## src/rtl/mbist_ctrl.sv

```systemverilog
// March C- memory BIST controller.
// It drives a single-port memory through ten operations per word. It compares
// each read against the expected background and keeps the details of the
// first miscompare. Every operation, pipeline and status output is a flop.
module mbist_ctrl #(
    parameter int DATA_WIDTH = 8,
    parameter int ADDR_WIDTH = 4,
    parameter int ADDR_MAX   = 15
) (
    input  logic                  clk,
    input  logic                  rst_n,
    input  logic                  start,
    output logic                  write_read,
    output logic [ADDR_WIDTH-1:0] address,
    output logic [DATA_WIDTH-1:0] wdata,
    input  logic [DATA_WIDTH-1:0] rdata,
    output logic                  busy,
    output logic                  done,
    output logic                  fail,
    output logic [ADDR_WIDTH-1:0] fail_addr,
    output logic [DATA_WIDTH-1:0] fail_data,
    output logic [2:0]            fail_elem
);

    localparam logic [ADDR_WIDTH-1:0] ADDR_LAST = ADDR_WIDTH'(ADDR_MAX);
    // The drain state spans two cycles. The last read's compare registers on
    // the same edge that raises done, so fail is final in the first done cycle.
    localparam int DRAIN_CYCLES = 2;

    typedef enum logic [1:0] {
        ST_IDLE,
        ST_RUN,
        ST_DRAIN,
        ST_DONE
    } state_t;

    // One March operation: element index, address, and phase within the element.
    typedef struct packed {
        logic [2:0]            elem;
        logic [ADDR_WIDTH-1:0] addr;
        logic                  ph;
    } op_t;

    // One stage of the read-compare pipe.
    typedef struct packed {
        logic                  vld;
        logic                  exp;
        logic [ADDR_WIDTH-1:0] addr;
        logic [2:0]            elem;
    } cmp_t;

    localparam op_t OP_FIRST = '0;

    // Elements 3 and 4 walk the addresses downward. All other elements walk up.
    function automatic logic elem_down(input logic [2:0] e);
        return (e == 3'd3) || (e == 3'd4);
    endfunction

    // Elements 0 and 5 have one op per address. Elements 1 to 4 have two (read, then write).
    function automatic logic elem_two_ops(input logic [2:0] e);
        return (e != 3'd0) && (e != 3'd5);
    endfunction

    function automatic logic op_is_last(input op_t o);
        return (o.elem == 3'd5) && (o.addr == ADDR_LAST);
    endfunction

    function automatic logic op_is_write(input op_t o);
        logic w;
        case (o.elem)
            3'd0:    w = 1'b1;
            3'd5:    w = 1'b0;
            default: w = o.ph;
        endcase
        return w;
    endfunction

    // Background bit of an op. Writes in E1/E3 store ones. Reads in E2/E4 expect ones.
    function automatic logic op_bit(input op_t o);
        return op_is_write(o) ? o.elem[0] : ~o.elem[0];
    endfunction

    // Successor op in March C- order. This includes element changes and address wrap.
    function automatic op_t op_adv(input op_t o);
        op_t n;
        n = o;
        if (elem_two_ops(o.elem) && !o.ph) begin
            n.ph = 1'b1;
        end else begin
            n.ph = 1'b0;
            if (elem_down(o.elem)) begin
                if (o.addr == '0) begin
                    n.elem = o.elem + 3'd1;
                    n.addr = (n.elem == 3'd4) ? ADDR_LAST : '0;
                end else begin
                    n.addr = o.addr - ADDR_WIDTH'(1);
                end
            end else begin
                if (o.addr == ADDR_LAST) begin
                    n.elem = o.elem + 3'd1;
                    n.addr = (n.elem == 3'd3) ? ADDR_LAST : '0;
                end else begin
                    n.addr = o.addr + ADDR_WIDTH'(1);
                end
            end
        end
        return n;
    endfunction

    // wdata to present while op o is issued. It carries the next op's write data, or 0.
    function automatic logic [DATA_WIDTH-1:0] lookahead_wdata(input op_t o);
        op_t n;
        n = op_adv(o);
        if (op_is_last(o) || !op_is_write(n)) begin
            return '0;
        end
        return {DATA_WIDTH{op_bit(n)}};
    endfunction

    state_t                state_q,      state_d;
    op_t                   cur_q,        cur_d;
    logic                  write_read_q, write_read_d;
    logic [ADDR_WIDTH-1:0] address_q,    address_d;
    logic [DATA_WIDTH-1:0] wdata_q,      wdata_d;
    logic                  busy_q,       busy_d;
    logic                  done_q,       done_d;
    logic [1:0]            drain_q,      drain_d;
    cmp_t                  p1_q,         p1_d;
    cmp_t                  p2_q,         p2_d;
    logic                  fail_q,       fail_d;
    logic [ADDR_WIDTH-1:0] fail_addr_q,  fail_addr_d;
    logic [DATA_WIDTH-1:0] fail_data_q,  fail_data_d;
    logic [2:0]            fail_elem_q,  fail_elem_d;

    op_t  nxt;
    logic launch;
    logic miscmp;

    // Next-state logic: op sequencing, look-ahead write data, compare pipe, and fail capture.
    always_comb begin
        // NOTE: every signal gets a default first, so no path leaves a value held and no latch is inferred.
        state_d      = state_q;
        cur_d        = cur_q;
        write_read_d = 1'b0;
        address_d    = '0;
        wdata_d      = '0;
        busy_d       = busy_q;
        done_d       = done_q;
        drain_d      = drain_q;
        fail_d       = fail_q;
        fail_addr_d  = fail_addr_q;
        fail_data_d  = fail_data_q;
        fail_elem_d  = fail_elem_q;

        nxt    = op_adv(cur_q);
        launch = start && ((state_q == ST_IDLE) || (state_q == ST_DONE));

        // The op presented this cycle enters the pipe, so its rdata meets it two cycles later.
        p1_d.vld  = (state_q == ST_RUN) && !write_read_q;
        p1_d.exp  = op_bit(cur_q);
        p1_d.addr = cur_q.addr;
        p1_d.elem = cur_q.elem;
        p2_d      = p1_q;
        miscmp    = p2_q.vld && (rdata != {DATA_WIDTH{p2_q.exp}});

        case (state_q)
            ST_IDLE, ST_DONE: begin
                if (launch) begin
                    state_d      = ST_RUN;
                    cur_d        = OP_FIRST;
                    write_read_d = op_is_write(OP_FIRST);
                    address_d    = OP_FIRST.addr;
                    wdata_d      = lookahead_wdata(OP_FIRST);
                    busy_d       = 1'b1;
                    done_d       = 1'b0;
                end
            end
            ST_RUN: begin
                if (op_is_last(cur_q)) begin
                    state_d = ST_DRAIN;
                    drain_d = '0;
                end else begin
                    cur_d        = nxt;
                    write_read_d = op_is_write(nxt);
                    address_d    = nxt.addr;
                    wdata_d      = lookahead_wdata(nxt);
                end
            end
            ST_DRAIN: begin
                drain_d = drain_q + 2'd1;
                if (drain_q == 2'(DRAIN_CYCLES - 1)) begin
                    state_d = ST_DONE;
                    busy_d  = 1'b0;
                    done_d  = 1'b1;
                end
            end
            default: state_d = ST_IDLE;
        endcase

        if (launch) begin
            fail_d      = 1'b0;
            fail_addr_d = '0;
            fail_data_d = '0;
            fail_elem_d = '0;
        end else if (miscmp && !fail_q) begin
            fail_d      = 1'b1;
            fail_addr_d = p2_q.addr;
            fail_data_d = rdata;
            fail_elem_d = p2_q.elem;
        end
    end

    // State and output registers, all cleared by the asynchronous reset.
    always_ff @(posedge clk or negedge rst_n) begin
        if (!rst_n) begin
            state_q      <= ST_IDLE;
            cur_q        <= '0;
            write_read_q <= 1'b0;
            address_q    <= '0;
            wdata_q      <= '0;
            busy_q       <= 1'b0;
            done_q       <= 1'b0;
            drain_q      <= '0;
            p1_q         <= '0;
            p2_q         <= '0;
            fail_q       <= 1'b0;
            fail_addr_q  <= '0;
            fail_data_q  <= '0;
            fail_elem_q  <= '0;
        end else begin
            // NOTE: non-blocking assignments, so every flop samples pre-edge values regardless of statement order.
            state_q      <= state_d;
            cur_q        <= cur_d;
            write_read_q <= write_read_d;
            address_q    <= address_d;
            wdata_q      <= wdata_d;
            busy_q       <= busy_d;
            done_q       <= done_d;
            drain_q      <= drain_d;
            p1_q         <= p1_d;
            p2_q         <= p2_d;
            fail_q       <= fail_d;
            fail_addr_q  <= fail_addr_d;
            fail_data_q  <= fail_data_d;
            fail_elem_q  <= fail_elem_d;
        end
    end

    assign write_read = write_read_q;
    assign address    = address_q;
    assign wdata      = wdata_q;
    assign busy       = busy_q;
    assign done       = done_q;
    assign fail       = fail_q;
    assign fail_addr  = fail_addr_q;
    assign fail_data  = fail_data_q;
    assign fail_elem  = fail_elem_q;

endmodule

```

## config.mk

```make
export PLATFORM = sky130hd
export DESIGN_NAME = mbist_ctrl
export DESIGN_NICKNAME = d
export VERILOG_FILES = /design/src/rtl/mbist_ctrl.sv
export SDC_FILE = /design/constraint.sdc
export NUM_CORES = 1
export LEC_CHECK = 0
export CAP_MARGIN = 30
export CORE_ASPECT_RATIO = 1.75
export CORE_MARGIN = 2
export CORE_UTILIZATION = 35
export CTS_CLUSTER_DIAMETER = 80
export DETAILED_ROUTE_END_ITERATION = 6
export SLEW_MARGIN = 20
export SYNTH_ARGS = -nofsm -noshare
export SYNTH_HDL_FRONTEND = slang
export SYNTH_SLANG_ARGS = --single-unit
```

## constraint.sdc

```tcl
create_clock -name clk -period 2.7 [get_ports clk]
set_clock_uncertainty 0.05 [all_clocks]
set_input_delay 0.54 -clock clk [delete_from_list [all_inputs] [get_ports clk]]
set_output_delay 0.54 -clock clk [all_outputs]
set_load 0.02 [all_outputs]
```

---- After elaboration in Yosys (flattened, before gate mapping) ----
Cells that the tools add are included.
storage, ports and cells
  word-level logic and storage cells ...... 156
  register bits after elaboration ......... 61
  output and inout port bits .............. 31
operators by class
  eq/ne operators ......................... 24
  reduce and logical (&&, ||, !) cells .... 36
  bitwise logic cells ..................... 2
  muxes and demuxes ....................... 65
  add/sub/neg operators ................... 7
operator list
  cell                                                                number
  8-bit 2-to-1 mux                                                    8
  4-bit 2-to-1 mux                                                    12
  7-bit 2-to-1 mux                                                    6
  3-bit == test, second input constant                                7
  1-bit 2-to-1 mux                                                    20
  3-bit 2-to-1 mux                                                    6
  8-bit one-hot mux with 2 select lines                               1
  3-bit by 2-bit == test with 1-bit output, second input constant     4
  1-bit one-hot mux with 2 select lines                               6
  1-bit logical AND                                                   10
  3-bit logical NOT                                                   3
  3-bit AND reduction                                                 3
  4-bit by 1-bit adder with 4-bit output, second input constant       2
  4-bit == test, second input constant                                2
  4-bit logical NOT                                                   2
  2-bit 2-to-1 mux                                                    4
  8-bit != test                                                       1
  2-bit nonzero test                                                  4
  4-bit by 1-bit subtractor with 4-bit output, second input constant  2
  3-bit by 1-bit adder with 3-bit output, second input constant       2
  2-bit != test, second input constant                                3
  3-bit != test, second input constant                                2
  2-bit one-hot mux with 3 select lines                               1
  3-bit nonzero test                                                  2
  11 further kinds                                                    21

---- Longest topological paths before layout ----
Gate-level depths: netlist (run 1).
  depth in word-level cells ............... 30
  gate-level depth with buffers ........... 12
  mapped depth without buffers ............ 11

---- Worst setup path before layout (run 1) ----
Ideal clock, no wire load.
  kind .................................... reg-to-reg
  start point ............................. register cur_q[5] (netlist name)
  end point ............................... register write_read_q (netlist: write_read)
  path buffers ............................ 0
  arrival time ............................ 2.439 ns
  data required time ...................... 2.572 ns
  clock period less this slack ............ 2.566 ns
  slack ................................... 0.134 ns
  cell stages (with the launch flop) ...... 12
  cells stage by stage .................... dfrtp_1 inv_1 ha_1 mux2_4 mux2i_2 nor2_2 mux2i_1 ha_1 inv_1 a221oi_2 o221ai_1 a21oi_1
on the way
  longest elaborated chain between the ends .. 8
RTL lines
  element                                                               line     source
  from (decl)                                                           121      op_t cur_q, cur_d;
  from (signal assigned)                                                233      cur_q <= cur_d;
  3-bit by 1-bit adder with 3-bit output, or another cell as far along  93, 100
  3-bit 2-to-1 mux, or another cell as far along                        99       if (o.addr == ADDR_LAST) begin
  7-bit 2-to-1 mux or 1-bit logical AND (tied branches)                 91, 87
  7-bit 2-to-1 mux                                                      87       if (elem_two_ops(o.elem) && !o.ph) begin
  3-bit == test or 3-bit logical NOT (tied branches)                    70       case (o.elem)
  1-bit one-hot mux with 2 select lines                                 70
  1-bit 2-to-1 mux *                                                    179      if (op_is_last(cur_q)) begin
  1-bit one-hot mux with 2 select lines *                               166      case (state_q)
  via write_read_d                                                      122      logic write_read_q, write_read_d;
  to (signal assigned)                                                  234      write_read_q <= write_read_d;
  to (decl)                                                             122
The timed path passes the listed nets; every way through them passes the cells marked *.
A chain may end at the register's enable or synchronous reset.

---- Worst setup path in the final report (run 1) ----
  start point ............................. register cur_q[5] (netlist name)
  end point ............................... register wdata_q[6] (netlist: wdata[6])
on the way
  longest elaborated chain between the ends .. 24
RTL lines
  element                                                                    line        source
  3-bit by 1-bit adder with 3-bit output                                     93, 100
  3-bit by 2-bit == test with 1-bit output or 3-bit == test (tied branches)  101, 94
  4-bit 2-to-1 mux, on equally long branches                                 101, 94
  4-bit 2-to-1 mux, on equally long branches                                 99, 92
  7-bit 2-to-1 mux                                                           91          if (elem_down(o.elem)) begin
  7-bit 2-to-1 mux                                                           87
  4-bit == test or 4-bit logical NOT (tied branches)                         65, 99, 92
  3-bit 2-to-1 mux, on equally long branches                                 99, 92
  (+8 left out)                                                              --
  1-bit logical NOT                                                          114         if (op_is_last(o) || !op_is_write(n)) begin
  1-bit logical OR                                                           114
  1-bit 2-to-1 mux                                                           114
  1-bit 2-to-1 mux                                                           179
  1-bit 2-to-1 mux                                                           166
  8-bit 2-to-1 mux                                                           117         return {DATA_WIDTH{op_bit(n)}};
  8-bit 2-to-1 mux *                                                         179
  8-bit 2-to-1 mux *                                                         --
  to (signal assigned)                                                       236         wdata_q <= wdata_d;
  to (decl)                                                                  124         logic [DATA_WIDTH-1:0] wdata_q, wdata_d;
Every way passes the cells marked *; elsewhere a longest branch is shown, timed or not. The select of a mux whose other input is x is not followed.

==> results of run 1 <==
-- worst paths after layout --
path                                end
max                            wdata[6]
min                        fail_data[0]
max reg2reg                    wdata[6]
min reg2reg                     p2_q[6]
max in group asynchronous  fail_addr[2]
min in group clk                p2_q[6]
-- layout by cell type, fill, tap and decap left out, types with 2 or more instances in the layout --
cell / instances
dfrtp_1: 53
clkdlybuf4s50_1: 40
nand2_1: 34
nand3_1: 21
buf_4: 18
o21ai_0: 17
inv_1: 13
ha_1: 13
o21ai_1: 12
nor3_1: 7
nor2_1: 6
a21oi_1: 6
nand2b_1: 5
clkbuf_16: 5
a21o_1: 4
a31oi_1: 4
xnor2_1: 3
nor3b_1: 2
mux2i_4: 2
a311oi_2: 2
o21a_1: 2
nor2b_1: 2
o2bb2ai_1: 2
a22o_1: 2
clkinv_2: 2
-- cell type report --
cell class	count	area, µm²
fillers	725	4105
repair buffers	59	540.5
clock buffers	5	125.1
flip-flops and latches	54	1353
inverters	13	48.80
multi-input cells	177	1192
well taps	88	110.1
clock inverters	3	40.04
-- synthesized netlist by cell type (all sizes together) (2+ instances only) --
library cell  instances  area [µm²]
a311oi                3       32.53
buf                  12       98.84
a22o                  2       17.52
xnor2                 4       42.55
o21ai                30       153.9
inv                  13       48.80
ha                   13       162.7
nor3b                 3       27.52
nand3                21       105.1
nor2                  7       28.78
a21oi                 6       30.03
mux2i                 3       33.78
dfrtp                54        1351
a21o                  4       30.03
a31oi                 4       25.02
clkbuf                6       22.52
nor2b                 2       12.51
nor3                  7       35.03
and3                  2       17.52
o21a                  2       15.01
o2bb2ai               2       17.52
nand2                35       138.9
nand2b                6       40.04
-- cells by family (layout without fill, tap and decap cells) --
group / Yosys count / in the layout
simple gates: 91 / 91
xor+xnor: 5 / 5
fa+ha+maj: 13 / 13
flops: 54 / 54
mux: 4 / 4
buf+inv: 31 / 80
compound gates: 64 / 64
-- worst register-to-register path: cells and delay by family (launching register included) --
family,cells,cell delay [ns]
AO/OA/AOI/OAI,1,0.09
multiplexers,2,0.58
flip-flops,1,0.40
adder cells (fa/ha/maj),2,0.45
buffers and inverters,2,0.16
AND/OR/NAND/NOR,3,0.66
XOR/XNOR,1,0.23
-- power by group --
| part | internal [µW] | switching [µW] | total [µW] |
|---|---|---|---|
| Sequential | 985 | 103 | 1090 |
| Combinational | 472 | 667 | 1140 |
| Clock | 434 | 286 | 720 |
-- sequential cells by signal, indices dropped and copies added (netlist names) --
name,cells
p1_q,9
write_read,1
wdata,1
state_q,2
cur_q,8
address,4
fail_addr,4
fail,1
fail_data,8
drain_q,2
done,1
p2_q,9
fail_elem,3
busy,1
-- metal layers --
metal	global-route usage [%]	wire, µm	up-vias	share of wire [%]
met5	0	0	-	0
met4	9.976	233	0	3.9
met3	2.099	161	11	2.7
met2	27.38	3353	50	56
met1	15.02	2232	993	37
li1	-	-	1006	-
-- through the flow --
| step | hold slack, ns | cells |
|---|---|---|
| 4_1_cts | 0.2211 | 396 |
| 3_3_place_gp | 0.2812 | 388 |
| 5_1_grt | 0.2357 | 399 |
| 6_report | 0.1973 | 399 |
| 2_1_floorplan | 0.1944 | 262 |
| 3_5_place_dp | 0.2856 | 388 |
-- repair_timing --
action	CTS	global route
setup buffers	0	3
gates resized for setup	2	4
cloned	0	0
setup endpoints to repair	1	2
==> flow_metrics.tcl, run 1 <==
set metrics [dict create \
    max_freq_mhz 368.3 \
    path_depth 11 \
    io_buffers 41 \
    critPathKind "reg -> reg" \
    drv_slew 0 \
    rows 42 \
    die_h_um 119.7 \
    worstPathRequired_ns 2.85 \
    rsz0062_at_grt "true" \
    drtPass1Iterations 4 \
    ff2ff_path_depth 11 \
    cp.arrival_ns 2.87 \
    synthMuxAreaShare_pct 1.824 \
    antenna_cells 0 \
    cap_viol_max_count 0 \
    path_buf_inv 2 \
    synth_seq_cells 54 \
    tns_ns -0.01543 \
    synth-simple-area-share_pct 17.35 \
    p_leak_uw 0.001515 \
    numCtsBuffers 5 \
    synthFlopType "dfrtp_1" \
    fp.coreArea_mm2 0.007515 \
    min_period_over_period_pct 100.6 \
    synth_xor_area_share_pct 1.918 \
    cpLargestDelayFamily "simple AND/OR/NAND/NOR gates" \
    violations "setup timing" \
    grt_start_max_net_pins 32 \
    cts_root_buf "clkbuf_16" \
    drc 0 \
    hold_buffers 0 \
    final_util_pct 45.37 \
    synth_compound_area_share_pct 15.95 \
    syn_inst 262 \
    synth-edff-count 0 \
    wirelength_um 5981 \
    path_max_fanout 7 \
    synth_fa_ha_area_share_pct 6.080 \
    syn_area_mm2 0.002675 \
    dieArea_mm2 0.008386 \
    crit_path_top_delay_cell "dfrtp_1" \
    synth_nets 286 \
    synthArstFlopShare_pct 100.0 \
    nets 334 \
    start_kind "flip-flop" \
    min_period_ns 2.715 \
    reg2reg_slack_ns -0.02 \
    vias 2060 \
    area_delta_synth_final_pct 27.46 \
    status "finished, violations left" \
    layout-drive-gt1-share_pct 13.83 \
    power.total_uw 2947 \
    cts_sinks 54 \
    clk_pin_slew_ns 0.07 \
    fp.dieW_um 70.09 \
    setup_ws_ns -0.01543 \
    place_worst_setup_slack_ns 0.01173 \
    hpwl_um 4485 \
    hold_viol 0 \
    ios 42 \
    grtUsageTotal_pct 14.82 \
    antenna_found_initial 0 \
    clockBufferDepth 2 \
    wl_per_cell_um 14.99 \
    powerDensity_mw_per_mm2 864.2 \
    initialDrtViolationCount 79 \
    relSlewSlack_pct 59.59 \
    netlist-cell-type-count 56 \
    gr-total-overflow 0 \
    yosysSeqAreaShare_pct 50.51 \
    crit_path_start "cur_q[5]" \
    grt_pass1_wl_um 9653 \
    cts_tree "yes" \
    grt_pass1_vias 1947 \
    min_path_type "in -> async" \
    setup_viol 1 \
    synth_top_family_by_area "simple AND/OR/NAND/NOR gates" \
    rr_startpoint "cur_q[5]" \
    final_cell_area_mm2 0.003410 \
    ir_worst_vdd_mv 0.2898 \
    initial_core_util_pct 35.60 \
    postRouteAntennaNets 0 \
    max_stage_delay_ns 0.40 \
    htree_num_levels 2 \
    ys_warn_count 0 \
    worstMarginPinSlew_ns 0.6061 \
    path_cells "inv_1, ha_1, mux2_4, mux2i_4, nor2_4, xnor2_2, inv_1, ha_1, nor4b_1, a311oi_1, nor3_1" \
    dpl_cell_area_mm2 0.003188 \
    clk_latency_ns 0.29 \
    place.gp.congestion 0.8502 \
    critPathCaptureType "flip-flop" \
    avgSynthCellArea_um2 10.21 \
    routed_via_density 5.163 \
]
Power figures use the tool's default switching activity.
==> run 2, diff against run 1 <==
Settings changed: ABC_CLOCK_PERIOD_IN_PS set to 2700.
==> results of run 2 <==
Final layout, timing and power as in run 1 (identical DEF).
==> RTL change 1 (settings of run 2) <==
The parameter `DATA_WIDTH` goes from 8 to 12.
--- a/src/rtl/mbist_ctrl.sv
+++ b/src/rtl/mbist_ctrl.sv
@@ -3,7 +3,7 @@
 // each read against the expected background and keeps the details of the
 // first miscompare. Every operation, pipeline and status output is a flop.
 module mbist_ctrl #(
-    parameter int DATA_WIDTH = 8,
+    parameter int DATA_WIDTH = 12,
     parameter int ADDR_WIDTH = 4,
     parameter int ADDR_MAX   = 15
 ) (
Ports: changed (resized fail_data, rdata and wdata); port bits go from 42 to 54. No check against the original RTL was run, so the function may have changed too.
==> RTL change 1 against run 2 <==
Final area is 12% higher. Wire length up 7.1%. Sequential cell count rose by 4. Total power up 30%. Area after synthesis increased by 6.0%. First-iteration DRC count rose by 57%. Sequential share of layout area shrank 1.8 points. Setup slack improved by 0.17 ns. Global-route usage up 0.59 points. Die area increased by 5.7%.
==> RTL change 1: results (changes against run 2) <==
| Metric | Value |
|---|---|
| Post-DP Area | 3500 sq um (+9.7%) |
| Compound-Gate Fraction of Synth Area | 15.0% (-0.90 points) |
| Mean post-synth cell area | 9.58 sq um (-6.2%) |
| Status | completed |
| Primary FF master, synth | dfrtp_1 |
| Post-Syn Nets | 325 (+14%) |
| Worst endpoint data arrival time | 2.70 ns (-0.17 ns) |
| Leakage Power | 1.66 nW (+9.8%) |
| Clock root buffer | clkbuf_16 |
| Worst ir drop on vdd | 357 uV (+23%) |
| GRT met2 Usage | 27.4% (+0.050 points) |
| Worst Tran Pin Value | 0.438 ns (-0.168 ns) |
| Wire length on met1 | 2420 microns (+8.3%) |
| Number of global-route vias before repair | 2245 (+15%) |
| First-pass iteration count of the detailed router | 4 (unchanged) |
| IO buf count | 53 (+29%) |
| Met3 usage | 3.10% (+1.0 points) |
| Sequential power | 1.24 mW (+14%) |
| Tot Pwr | 3.82 mW (+30%) |
| Place WS | 0.0501 ns (+0.0383 ns) |
| Post-synthesis cell type count | 41 (-27%) |
| WHS | 0.0992 ns (-0.0981 ns) |
| Clock buffer depth | 2 (unchanged) |
| Switch Pwr | 1.35 mW (+27%) |
| Met1 Track Usage GR | 15.5% (+0.52 points) |
| Total CTS buffers | 9 (+4) |
| Mux share of post-synthesis cell area | 1.59% (-0.24 points) |
| P_clk | 1.12 mW (+56%) |
| Area contributors post-synth | dfrtp_1, o21ai_0, ha_1 |
| Final WL | 6410 microns (+7.1%) |
| Placed cells | 434 (+12%) |
| Final setup margin | 0.154 ns (+0.169 ns) |
| Global-route wire length before repair | 10300 microns (+6.9%) |
| Wire length on met3 | 236 microns (+47%) |
| All-Layer GR Usage | 15.4% (+0.59 points) |
| Max incr delay on CP | 0.34 ns (-0.06 ns) |
| Via-to-Cell Ratio | 5.06 (-2.0%) |
| Routability cong. | 0.912 (+7.2%) |
| Filler instances | 758 (+4.6%) |
| Diodes inserted | 0 (unchanged) |
| Pin count of the biggest net entering global routing | 42 (+31%) |
| Worst-path fanout max | 8 (+1) |
| Xor and xnor area share after synthesis | 0.927% (-0.99 points) |
| Sequential fraction of the synthesis area | 51.2% (+0.68 points) |
| CTS clk-pin slew, worst paths | 0.05 ns (-0.02 ns) |
| Final nets | 385 (+15%) |
| Synthesized-area fraction occupied by adder cells | 6.18% (+0.098 points) |
| H-tree levels | 3 (+1) |
| Post-synth top cells | dfrtp_1, o21ai_0, nand2_1 |
| R2R setup slack | 0.15 ns (+0.17 ns) |
| 1st-iter DRT viols | 124 (+57%) |
| Detailed-route via count | 2282 (+11%) |
| Share of layout cells above drive strength 1 | 13.9% (+0.024 points) |
| Met2 wire len | 3420 microns (+1.9%) |
| Post-DP HPWL | 4810 microns (+7.3%) |
RTL change 1: final timing paths:
path	startpoint	end	depth (start not counted)
max reg2reg	cur_q[1]	wdata[10]	11
max in group asynchronous	rst_n	wdata[10]	2
min reg2reg	p1_q[5]	p2_q[5]	0
max	cur_q[1]	wdata[10]	11
min	rst_n	fail_addr[0]	1
min in group clk	p1_q[5]	p2_q[5]	0
RTL change 1: layout make-up:
class | instances | area [sq um] | share of cell area, %
clock inverters | 2 | 35.0 | 0.914
inverters | 12 | 45.0 | 1.18
clock buffers | 14 | 264 | 6.89
well taps | 90 | 113 | 2.94
repair buffers | 73 | 688 | 18.0
multi-input cells | 202 | 1230 | 32.2
flip-flops and latches | 58 | 1450 | 37.9
RTL change 1: timing repair:
action	in CTS	in global routing
hold buffers	0	0
buffers inserted	0	1
setup endpoints to repair	0	2
resized for setup	0	7
==> RTL change 2 (flow settings as in run 2) <==
Made on the original files. Make the reset (`rst_n`) synchronous in one clocked block. Comments in the files are not updated.
--- a/src/rtl/mbist_ctrl.sv
+++ b/src/rtl/mbist_ctrl.sv
@@ -211,7 +211,7 @@
     end
 
     // State and output registers, all cleared by the asynchronous reset.
-    always_ff @(posedge clk or negedge rst_n) begin
+    always_ff @(posedge clk) begin
         if (!rst_n) begin
             state_q      <= ST_IDLE;
             cur_q        <= '0;
Behaviour: differs if rst_n is asserted again (counterexample within 4 cycles, from zero or initial values and one cycle with rst_n low); with rst_n held inactive, the same outputs for 10 cycles.
==> RTL change 2 against run 2 <==
Setup slack gained 0.16 ns. Synthesized cell count grew 9.9%. Critical path depth is the same. Sequential cell count is the same. Wire length shrank 2.7%. Area after synthesis shrank 4.1%. Via count grew 4.8%. Final area shrank 1.1%. Hold slack gained 0.17 ns. Fmax grew 6.2%. Highest routed layer unchanged.
Power is not compared: it rests on default switching activity, and its combinational part moved more than twofold at a synthesized area within 25%.
==> RTL change 2: results (changes against run 2) <==
| Metric | Value |
|---|---|
| Status | completed |
| Global-route wire length before repair | 9070 microns (-6.0%) |
| Seq area share | 32.3% (-7.4 points) |
| All-Layer GR Usage | 15.1% (+0.24 points) |
| Final WL | 5820 microns (-2.7%) |
| Filler instances | 715 (-1.4%) |
| 1st-iter DRT viols | 110 (+39%) |
| Place WS | -0.0198 ns (-0.0315 ns) |
| Seq Cell Count | 54 (unchanged) |
| Share of layout cells above drive strength 1 | 13.2% (-0.59 points) |
| ClkCell Share | 5.12% (+0.27 points) |
| Post-synth top cells | dfxtp_1, nor2_1, nand2_1 |
| Design area | 3370 sq um (-1.1%) |
| Number of global-route vias before repair | 2015 (+3.5%) |
| WL per Instance | 13.7 microns (-8.8%) |
| Comb_multi_in | 202 (+14%) |
| Pin count of the biggest net entering global routing | 19 (-41%) |
| Via-to-Cell Ratio | 5.07 (-1.8%) |
| Area of the multi-input gates | 1370 sq um (+15%) |
| GRT met2 Usage | 28.4% (+1.0 points) |
| Wire length on met3 | 246 microns (+53%) |
| Signal buffers share of area | 17.4% (+1.6 points) |
| Sequential fraction of the synthesis area | 42.1% (-8.4 points) |
| Worst skew pair latency | 0.29 ns (about the same) |
| Final nets | 364 (+9.0%) |
| Leakage Power | between 1 and 1.5 nW |
| Post-synth ARST share | 0% (-100 points) |
| Tcrit/Tclk final | 94.7% (-5.9 points) |
| Slowest cell on the critical path | dfxtp_4 |
| Post-DP Area | 3190 sq um (about the same) |
| WHS | 0.372 ns (+0.175 ns) |
| Post-Syn Nets | 313 (+9.4%) |
| Delay-heaviest family, CP | multiplexers |
| Non-clk bufs | 63 (+6.8%) |
| Max incr delay on CP | 0.38 ns (-0.02 ns) |
| Met2 wire len | 3180 microns (-5.1%) |
| Post-synthesis cell type count | 53 (-5.4%) |
| Met1 Track Usage GR | 14.6% (-0.46 points) |
| Routability cong. | 0.933 (+9.8%) |
| Mean post-synth cell area | 8.91 sq um (-13%) |
| Met3 usage | 2.58% (+0.48 points) |
| RR Endpoint | wdata[6] |
| Area contributors post-synth | dfxtp_1, ha_1, nor2_1 |
| Hold Path Class | reg -> reg |
| Worst Tran Pin Value | 0.676 ns (+0.0701 ns) |
| Placed cells | 417 (+7.5%) |
| Top Registers | p1_q (9), p2_q (9) |
| Reg2Reg Launch Point | cur_q[6] |
| Post-cts resize count | 1 (-1) |
| Wire length on met1 | 2190 microns (-1.7%) |
| Post-DP HPWL | 4520 microns (+0.76%) |
-- RTL change 2: cell count changes in the layout (fill, tap and decap cells not counted), moves of 7 or more --
cell            run 2  this run
dfrtp_1            53         0
dfxtp_1             0        52
nor2_1              6        42
nand2_1            34        18
mux2i_1             1        15
o21ai_1            12         0
a21oi_1             6        17
and2_1              1        10
nand3_1            21        12
o21ai_0            17        10
-- RTL change 2: cells by family (layout without fill, tap and decap cells) --
family,Yosys count,count (layout),synth area share (%)
mux,17,17,7.02
fa+ha+maj,14,14,6.83
xor+xnor,4,4,1.37
compound gates,56,56,15.2
buf+inv,32,84,6.39
simple gates,111,111,21.1
flops,54,54,42.1
-- RTL change 2: worst reg2reg max path: cells and delay by family, from the launching register on --
kind,cells,cell delay [ns]
flip-flops,1,0.38
multiplexers,2,0.59
AO/OA/AOI/OAI,2,0.42
buffers and inverters,2,0.14
adder cells (fa/ha/maj),2,0.37
AND/OR/NAND/NOR,2,0.38
XOR/XNOR,1,0.14
